$ cat src/rtl/riscv_pkg.sv
// Shared RISC-V front-end definitions.
//   XLEN          : default address/PC width (RV64)
//   NOP_INSTR     : canonical NOP (addi x0, x0, 0) shown to decode when idle
//   OP_*          : major opcodes consumed downstream by the decoder
//   fetch_state_e : instruction fetch unit control state
package riscv_pkg;

  localparam int XLEN = 64;

  localparam logic [31:0] NOP_INSTR = 32'h00000013;

  localparam logic [6:0] OP_R      = 7'b0110011;
  localparam logic [6:0] OP_LOAD   = 7'b0000011;
  localparam logic [6:0] OP_STORE  = 7'b0100011;
  localparam logic [6:0] OP_BRANCH = 7'b1100011;

  // RUN   : normal fetching under the credit limit
  // DRAIN : discarding responses still in flight from before a redirect
  typedef enum logic [0:0] {
    RUN   = 1'b0,
    DRAIN = 1'b1
  } fetch_state_e;

endpackage

$ cat src/rtl/inst_fifo.sv
// Synchronous FIFO with registered storage and synchronous flush.
//   clk, rst_n : clock, asynchronous active-low reset
//   flush      : empties the FIFO on the next edge; push/pop that cycle are ignored
//   push       : write push_data (allowed when full only together with pop)
//   pop        : advance read pointer (ignored when empty)
//   pop_data   : head entry, valid whenever empty=0
//   count      : number of stored entries (0..DEPTH)
//   full/empty : status flags
// DEPTH must be a power of two so the pointers wrap naturally.
module inst_fifo #(
  parameter int WIDTH = 32,
  parameter int DEPTH = 2
) (
  input  logic                     clk,
  input  logic                     rst_n,
  input  logic                     flush,
  input  logic                     push,
  input  logic [WIDTH-1:0]         push_data,
  input  logic                     pop,
  output logic [WIDTH-1:0]         pop_data,
  output logic [$clog2(DEPTH):0]   count,
  output logic                     full,
  output logic                     empty
);

  localparam int AW = $clog2(DEPTH);

  logic [WIDTH-1:0] mem [DEPTH];
  logic [AW-1:0]    wr_ptr;
  logic [AW-1:0]    rd_ptr;
  logic             do_push;
  logic             do_pop;

  assign empty    = (count == '0);
  assign full     = (count == (AW + 1)'(DEPTH));
  assign do_pop   = pop && !empty;
  // A push into a full FIFO is fine when the head leaves in the same cycle.
  assign do_push  = push && (!full || do_pop);
  assign pop_data = mem[rd_ptr];

  always_ff @(posedge clk or negedge rst_n) begin
    if (!rst_n) begin
      wr_ptr <= '0;
      rd_ptr <= '0;
      count  <= '0;
    end else if (flush) begin
      wr_ptr <= '0;
      rd_ptr <= '0;
      count  <= '0;
    end else begin
      if (do_push) wr_ptr <= wr_ptr + 1'b1;
      if (do_pop)  rd_ptr <= rd_ptr + 1'b1;
      count <= count + (AW + 1)'(do_push) - (AW + 1)'(do_pop);
    end
  end

  // Storage carries no reset; entries are only observed once written.
  always_ff @(posedge clk) begin
    if (do_push && !flush) mem[wr_ptr] <= push_data;
  end

  overflow_chk: assert property (@(posedge clk) disable iff (!rst_n)
    !(push && !flush && full && !pop));

endmodule

$ cat src/rtl/instruction_fetch_unit.sv
// Instruction fetch unit: holds the PC, issues word-aligned fetches to
// instruction memory and hands buffered instructions with their PCs to decode.
//   clk, rst_n            : clock, asynchronous active-low reset
//   imem_req_valid/ready  : fetch request channel, imem_req_addr = current PC
//   imem_resp_valid/data  : in-order response channel, never backpressured
//   inst_valid/ready      : decode channel; instruction/inst_pc are NOP/0 when idle
//   redirect_valid/pc     : single-cycle taken branch/jump, target low bits dropped
//   fetch_state           : debug view of the control state
// Handshakes: a transfer happens on a rising edge where valid and ready are both
// high; valid never waits on ready, and once raised valid and its payload hold
// until accepted (the fetch request may only be withdrawn by a redirect).
module instruction_fetch_unit #(
  parameter int              XLEN       = riscv_pkg::XLEN,
  parameter logic [XLEN-1:0] RESET_PC   = '0,
  parameter int              FIFO_DEPTH = 2
) (
  input  logic                   clk,
  input  logic                   rst_n,
  output logic                   imem_req_valid,
  input  logic                   imem_req_ready,
  output logic [XLEN-1:0]        imem_req_addr,
  input  logic                   imem_resp_valid,
  input  logic [31:0]            imem_resp_data,
  output logic                   inst_valid,
  input  logic                   inst_ready,
  output logic [31:0]            instruction,
  output logic [XLEN-1:0]        inst_pc,
  input  logic                   redirect_valid,
  input  logic [XLEN-1:0]        redirect_pc,
  output riscv_pkg::fetch_state_e fetch_state
);

  import riscv_pkg::*;

  localparam int CW    = $clog2(FIFO_DEPTH) + 1;
  localparam int BUF_W = XLEN + 32;

  fetch_state_e    state;
  logic [XLEN-1:0] pc;
  logic [CW-1:0]   outstanding;
  logic [CW-1:0]   drop_cnt;
  logic [CW-1:0]   out_next;
  logic [CW-1:0]   drop_next;
  logic [CW:0]     credit_used;
  logic [XLEN-1:0] redirect_target;

  logic            req_fire;
  logic            resp_in_run;
  logic            resp_keep;

  logic [BUF_W-1:0] buf_dout;
  logic [CW-1:0]    buf_count;
  logic             buf_full;
  logic             buf_empty;
  logic [XLEN-1:0]  tag_dout;
  logic [CW-1:0]    tag_count;
  logic             tag_full;
  logic             tag_empty;
  logic             status_unused;

  // Requests in flight plus buffered instructions may never exceed the buffer
  // depth, so every response is guaranteed a slot.
  assign credit_used     = {1'b0, outstanding} + {1'b0, buf_count};
  assign imem_req_valid  = rst_n && (state == RUN) && !redirect_valid &&
                           (credit_used < (CW + 1)'(FIFO_DEPTH));
  assign imem_req_addr   = pc;
  assign req_fire        = imem_req_valid && imem_req_ready;
  assign redirect_target = {redirect_pc[XLEN-1:2], 2'b00};

  // A response in RUN always retires a credit; it is only buffered when no
  // redirect is flushing the buffers in the same cycle.
  assign resp_in_run = imem_resp_valid && (state == RUN);
  assign resp_keep   = resp_in_run && !redirect_valid;
  assign out_next    = outstanding + CW'(req_fire) - CW'(resp_in_run);
  assign drop_next   = drop_cnt - CW'(imem_resp_valid);

  always_ff @(posedge clk or negedge rst_n) begin
    if (!rst_n) begin
      state       <= RUN;
      pc          <= RESET_PC;
      outstanding <= '0;
      drop_cnt    <= '0;
    end else begin
      if (req_fire) pc <= pc + XLEN'(4);
      case (state)
        RUN: begin
          outstanding <= out_next;
          if (redirect_valid) begin
            pc          <= redirect_target;
            outstanding <= '0;
            drop_cnt    <= out_next;
            if (out_next != '0) state <= DRAIN;
          end
        end
        DRAIN: begin
          drop_cnt <= drop_next;
          if (redirect_valid) pc <= redirect_target;
          if (drop_next == '0) state <= RUN;
        end
        default: state <= RUN;
      endcase
    end
  end

  // Addresses of accepted requests, consumed in order as responses return.
  inst_fifo #(.WIDTH(XLEN), .DEPTH(FIFO_DEPTH)) u_tag_q (
    .clk       (clk),
    .rst_n     (rst_n),
    .flush     (redirect_valid),
    .push      (req_fire),
    .push_data (pc),
    .pop       (resp_keep),
    .pop_data  (tag_dout),
    .count     (tag_count),
    .full      (tag_full),
    .empty     (tag_empty)
  );

  // Instruction buffer: {pc, instruction} presented to decode from a register.
  inst_fifo #(.WIDTH(BUF_W), .DEPTH(FIFO_DEPTH)) u_inst_buf (
    .clk       (clk),
    .rst_n     (rst_n),
    .flush     (redirect_valid),
    .push      (resp_keep),
    .push_data ({tag_dout, imem_resp_data}),
    .pop       (inst_valid && inst_ready),
    .pop_data  (buf_dout),
    .count     (buf_count),
    .full      (buf_full),
    .empty     (buf_empty)
  );

  assign inst_valid  = !buf_empty;
  assign instruction = inst_valid ? buf_dout[31:0] : NOP_INSTR;
  assign inst_pc     = inst_valid ? buf_dout[BUF_W-1:32] : '0;
  assign fetch_state = state;

  assign status_unused = ^{tag_count, tag_full, tag_empty, buf_full, redirect_pc[1:0]};

endmodule

$ cat config.mk
export PLATFORM = sky130hd
export DESIGN_NAME = instruction_fetch_unit
export DESIGN_NICKNAME = d
export VERILOG_FILES = /design/src/rtl/riscv_pkg.sv /design/src/rtl/inst_fifo.sv /design/src/rtl/instruction_fetch_unit.sv
export SDC_FILE = /design/constraint.sdc
export NUM_CORES = 1
export LEC_CHECK = 0
export BUFFER_PORTS_ARGS = -buffer_cell sky130_fd_sc_hd__buf_2
export CAP_MARGIN = 0
export CELL_PAD_IN_SITES_DETAIL_PLACEMENT = 1
export CELL_PAD_IN_SITES_GLOBAL_PLACEMENT = 1
export CORE_MARGIN = 5
export CORE_UTILIZATION = 40
export DETAILED_ROUTE_END_ITERATION = 7
export PLACE_DENSITY_LB_ADDON = 0.1
export SLEW_MARGIN = 20
export SYNTH_ARGS = -nofsm -noshare
export SYNTH_HDL_FRONTEND = slang
export SYNTH_SLANG_ARGS = --single-unit
$ cat constraint.sdc
create_clock -name clk -period 6.4 [get_ports clk]
set_clock_uncertainty 0.05 [all_clocks]
set_input_delay 1.28 -clock clk [delete_from_list [all_inputs] [get_ports clk]]
set_output_delay 1.28 -clock clk [all_outputs]
set_load 0.01 [all_outputs]
After elaboration in Yosys (flattened, before gate mapping)

Memory sizes are Yosys's and may differ from the RTL's.
Cells that the tools add are included.
W data, S select, Z words.

Flip-flop bits (word level): 77
Memory bits (writable): 320
Input bits: 102
Output and inout bits: 163
Logic and storage cells: 84
Memories kept: 2

Memories:

| memory         | depth | width | rd ports | clocked after Yosys merged registers in | write ports | line            | RTL |
|---|---|---|---|---|---|---|---|
| u_inst_buf.mem | 2     | 96    | 1        | 0                                       | 1           | inst_fifo.sv:28 | `logic [WIDTH-1:0] mem [DEPTH];` |
| u_tag_q.mem    | 2     | 64    | 1        | 0                                       | 1           | inst_fifo.sv:28 |  |

Add/sub/neg operators: 13
Magnitude comparators: 1
Equality and inequality tests: 3
Mux-type cells: 25
Bitwise operators: 1
Reduce and logical (&&, ||, !) cells: 29

Operators by type and width:

| operator                | count |
|---|---|
| $mux W64                | 3 |
| $add A64 B3 Y64 const B | 1 |
| $mux W32                | 1 |
| $mux W1                 | 15 |
| $logic_and A1 B1 Y1     | 13 |
| $reduce_bool A2 Y1      | 6 |
| $mux W2                 | 4 |
| $sub A2 B1 Y2           | 4 |
| $add A2 B1 Y2           | 3 |
| $logic_not A2 Y1        | 3 |
| $logic_not A1 Y1        | 5 |
| $add A1 B1 Y1 const B   | 4 |
| $eq A2 B2 Y1 const B    | 2 |
| $pmux W2 S2             | 1 |
| $add A2 B2 Y3           | 1 |
| $lt A3 B2 Y1 const B    | 1 |
| $logic_or A1 B1 Y1      | 2 |
| $ne A2 B2 Y1 const B    | 1 |
| $pmux W1 S2             | 1 |
| $not A1 Y1              | 1 |

Logic depth before layout (Yosys ltp)

Depth in word-level cells: 11
Gate-level depth with buffers: 15
Gate-level depth less buffers: 12

Hierarchy

Synthesis repeated with hierarchy kept, for this count alone.

Cell total of the unflattened synthesis: 1207
Area total of the unflattened synthesis: 17274.1 µm²

Modules (own cells, without submodules):

| module                  | instances | cells each | area an instance (µm²) |
|---|---|---|---|
| inst_fifo at u_inst_buf | 1         | 328        | 7186.9 |
| instruction_fetch_unit  | 1         | 651        | 5203.7 |
| inst_fifo at u_tag_q    | 1         | 228        | 4883.4 |

Worst setup path after synthesis

OpenSTA, ideal clock, no wires.

Path kind: input -> register
From: input imem_resp_valid
To: register u_inst_buf.wr_ptr
Library setup time: 89 ps
Arrival time: 6464 ps
Data required time: 6261 ps
Slack: -204 ps
Stages: 5
Cell sequence: nor2b_1 -> nor2b_1 -> o31a_1 -> nor2b_1 -> or2_2

Longest elaborated chain between the ends: 4

RTL lines:

| what                         | line                         | RTL |
|---|---|---|
| start: declaration           | instruction_fetch_unit.sv:22 | `input logic imem_resp_valid,` |
| $logic_and A1 B1 Y1          | instruction_fetch_unit.sv:72 | `assign resp_in_run = imem_resp_valid && (state == RUN);` |
| $logic_and A1 B1 Y1          | instruction_fetch_unit.sv:73 | `assign resp_keep = resp_in_run && !redirect_valid;` |
| $logic_and A1 B1 Y1          | inst_fifo.sv:38              | `assign do_push = push && (!full \|\| do_pop);` |
| $reduce_bool A2 Y1 (no line) | -                            |  |
| end signal: assignment       | inst_fifo.sv:51              | `if (do_push) wr_ptr <= wr_ptr + 1'b1;` |
| end: declaration             | inst_fifo.sv:29              | `logic [AW-1:0] wr_ptr;` |

Every way passes these cells.
A chain may end at the register's enable or synchronous reset.

Final worst setup path

From: register u_inst_buf.rd_ptr
To: output inst_pc[57]

Longest elaborated chain between the ends: 2

RTL lines:

| what                     | line                          | RTL |
|---|---|---|
| start: declaration       | inst_fifo.sv:30               | `logic [AW-1:0] rd_ptr;` |
| start signal: assignment | inst_fifo.sv:52               | `if (do_pop) rd_ptr <= rd_ptr + 1'b1;` |
| $mem_v2 Z2 W96           | -                             |  |
| $mux W64                 | instruction_fetch_unit.sv:135 | `assign inst_pc = inst_valid ? buf_dout[BUF_W-1:32] : '0;` |
| end: declaration         | instruction_fetch_unit.sv:27  | `output logic [XLEN-1:0] inst_pc,` |

Every way passes these cells.

==> impl_metrics.tcl <==
set metrics [dict create \
    power_frac_clock 0.333 \
    via_per_inst 5.30 \
    seq_area_frac_synth 0.693 \
    port_buffers 258 \
    rrSetupSlack_ps 3120 \
    setup_viol 0 \
    n_antenna_cell 0 \
    synth_edf_count 312 \
    cts_setup_buffers 0 \
    worstSetupPathType "reg -> out" \
    hold_class "reg -> reg" \
    antenna_left 0 \
    grt.total_usage 0.193 \
    slew_headroom 0.282 \
    required_ps 5070 \
    dr.pass1.iters 5 \
    drt_first_iter_violations 456 \
    grt-ovfl-total 0 \
    grt_max_degree 67 \
    clkTransAtPathRegs_ps 60 \
    grt_pass1_vias 10900 \
    maxCapViolCount 0 \
    dr_total_vias 10500 \
    yosysMostFrequentCell "edfxtp_1" \
    p_sw_mw 2.19 \
    timing.final.crit_share 0.650 \
    die_x_um 211 \
    cts_buffer_depth 3 \
    p_leak_nw 7.26 \
    clock_latency_ps 560 \
    seqPwrFrac 0.456 \
    synth_cell_type_count 57 \
    tns_ps 0 \
    core_um2 39900 \
    numCtsBuffers 44 \
    outcome "finished, final reports clean" \
    seq_area_um2 11300 \
    rows 73 \
    startpoint_type "register" \
    hold_violations 0 \
    syn_area_um2 16200 \
    initial_core_util 0.407 \
    hpwl_mm 28.7 \
    crit_path_max_fanout 47 \
    fillers 4097 \
    drt_wl_total_mm 43.9 \
    fp.dieH_um 211 \
    powerDensity_nw_per_um2 373 \
    r2r-start "u_inst_buf.count[0]" \
    timing.rr.end "drop_cnt[1]" \
    fmax_ghz 0.240 \
    die-area_um2 44700 \
    root_buffer "clkbuf_16" \
    nets 1525 \
    yosysTopAreaCellShare 0.577 \
    area_growth_pct 19.9 \
    multi_input_area_um2 4680 \
    wl_per_cell_um 22.3 \
    rsz0062_at_grt "no" \
    tightest_slew_ps 1080 \
    hold_buffers 0 \
    io_pins 265 \
    syn_avg_cell_area_um2 14.0 \
    ys_top_cells_by_area "edfxtp_1, dfrtp_1, mux2i_1" \
    synthFlopType "edfxtp_1" \
    antenna_found_initial 4 \
    synth_top_cell_by_area "edfxtp_1" \
    irDropWorstVdd_mv 0.249 \
    drive_gt1_frac 0.286 \
    synth_seq_cells 387 \
    tritoncts "built" \
    async_reset_ff_frac 0.194 \
    grt_pass1_wl_mm 66.8 \
    worstSetupEndpointType "output pin" \
    clock-sinks 387 \
    syn_inst 1158 \
    place.gp.congestion 0.761 \
    hold_start "outstanding[0]" \
    min_period_ps 4160 \
    final_util 0.488 \
    switching_share 0.301 \
    crit_start "u_inst_buf.rd_ptr" \
    yosysWarnings 0 \
    reg2regPathDepth 12 \
    remaining_drc_errors 0 \
    cts-resized-gates 0 \
    slew_viol_final 0 \
    pwr-share-comb 0.210 \
    cts-htree-levels 2 \
    netlist_top_cells_count "edfxtp_1, nor2_1, mux2i_1" \
    critPathArrivalTime_ps 2830 \
    crit_path_end "inst_pc[57]" \
    internal_power_mw 5.07 \
]
==> layout by cell type, fill, tap and decap left out, types with 5 or more instances in the layout <==
cell type  netlist  final
a221o_1         10     10
nand3_1         32     32
nor2b_1         11     10
mux2_2          63     63
o21ai_0         41     41
clkbuf_16        0     44
o311ai_0        11     11
mux2i_1         99     99
clkinv_2         0      5
or3_1            9      9
edfxtp_1       312    312
nor3_1          11     11
nor4_1          12     12
a31oi_1          7      7
clkbuf_1        48     14
ha_1             8      8
a22oi_1          6      6
xor2_1           6      6
nand4_1         25     25
xnor2_1          6      6
nand2_1         83     83
nand3b_1         7      7
buf_2            1    256
dfrtp_1         75     73
nand2b_1         8      8
nor3b_1          7      7
nor2_1         125    121
buf_4            4     19
and3_1          15     14
o211ai_1        16     16
and2_1           7      6
clkinv_1         0     10
inv_1           21     20
a21oi_1         13     13
==> how the worst min path moves through the flow <==
stage                                end  slack (ps)  cells past startpoint
after floorplan           u_tag_q.wr_ptr         410                      1
after global placement    outstanding[0]         480                      1
after detailed placement  outstanding[0]         490                      1
after CTS                 outstanding[0]         500                      1
after global routing      outstanding[0]         520                      1
final                     outstanding[0]         510                      1
==> through the flow <==
stage / hold WS [ps] / instance area [um^2] / std cells / power [mW] / setup WS, ps
2_1_floorplan: 412 / 16200 / 1161 / 4.21 / 1160
3_3_place_gp: 479 / 18100 / 1893 / 4.90 / 2480
6_report: 505 / 19500 / 1974 / 7.26 / 2240
3_5_place_dp: 488 / 18100 / 1893 / 4.94 / 2460
4_1_cts: 502 / 19500 / 1974 / 7.39 / 2060
5_1_grt: 518 / 19500 / 1974 / 7.62 / 2060
==> registers in the layout (all words and copies together) (netlist names) <==
signal and cells:
u_inst_buf.mem 188, imem_req_addr 62, u_tag_q.mem 124, u_inst_buf.wr_ptr 1, outstanding 2, u_tag_q.count 2
u_tag_q.wr_ptr 1, u_inst_buf.rd_ptr 1, fetch_state 1, u_tag_q.rd_ptr 1, drop_cnt 2, u_inst_buf.count 2
==> logic make-up after synthesis <==
logic type | after synthesis | share of synthesized area
multiplexers | 162 | 0.105
buffers and inverters | 89 | 0.0220
AO/OA/AOI/OAI | 131 | 0.0558
AND/OR/NAND/NOR | 367 | 0.111
flip-flops | 387 | 0.693
adder cells (fa/ha/maj) | 9 | 0.00740
other | 1 | 0.000231
XOR/XNOR | 12 | 0.00647
==> power by group through the flow <==
| stage | clock (mW) | combinational, mW | sequential (mW) |
|---|---|---|---|
| floorplan | 0 | 0.976 | 3.24 |
| global placement | 0 | 1.55 | 3.36 |
| detailed placement | 0 | 1.57 | 3.37 |
| CTS | 2.49 | 1.58 | 3.32 |
| global route | 2.59 | 1.67 | 3.35 |
| finish | 2.42 | 1.53 | 3.31 |
==> routing by layer <==
layer	share of wire	GRT usage	up-vias
li1	-	-	4872
met1	0.46	0.268	5317
met2	0.49	0.320	207
met3	0.042	0.0325	50
met4	0.015	0.0469	8
met5	0.0013	0	-
==> area by class of cell <==
cell class | count | share of cell area
Timing Repair Buffer | 275 | 0.0731
Tap cell | 525 | 0.0337
Clock buffer | 58 | 0.0593
Multi-Input combinational cell | 685 | 0.240
Sequential cell | 387 | 0.578
Clock inverter | 23 | 0.0115
Inverter | 21 | 0.00405
==> worst max-delay path, cell delays in order, from the launching register on <==
cell,delay (ps)
dfrtp_4,970
buf_4,730
mux2i_1,270
nor2_1,90
buf_2,190
(Power assumes the default switching activity.)
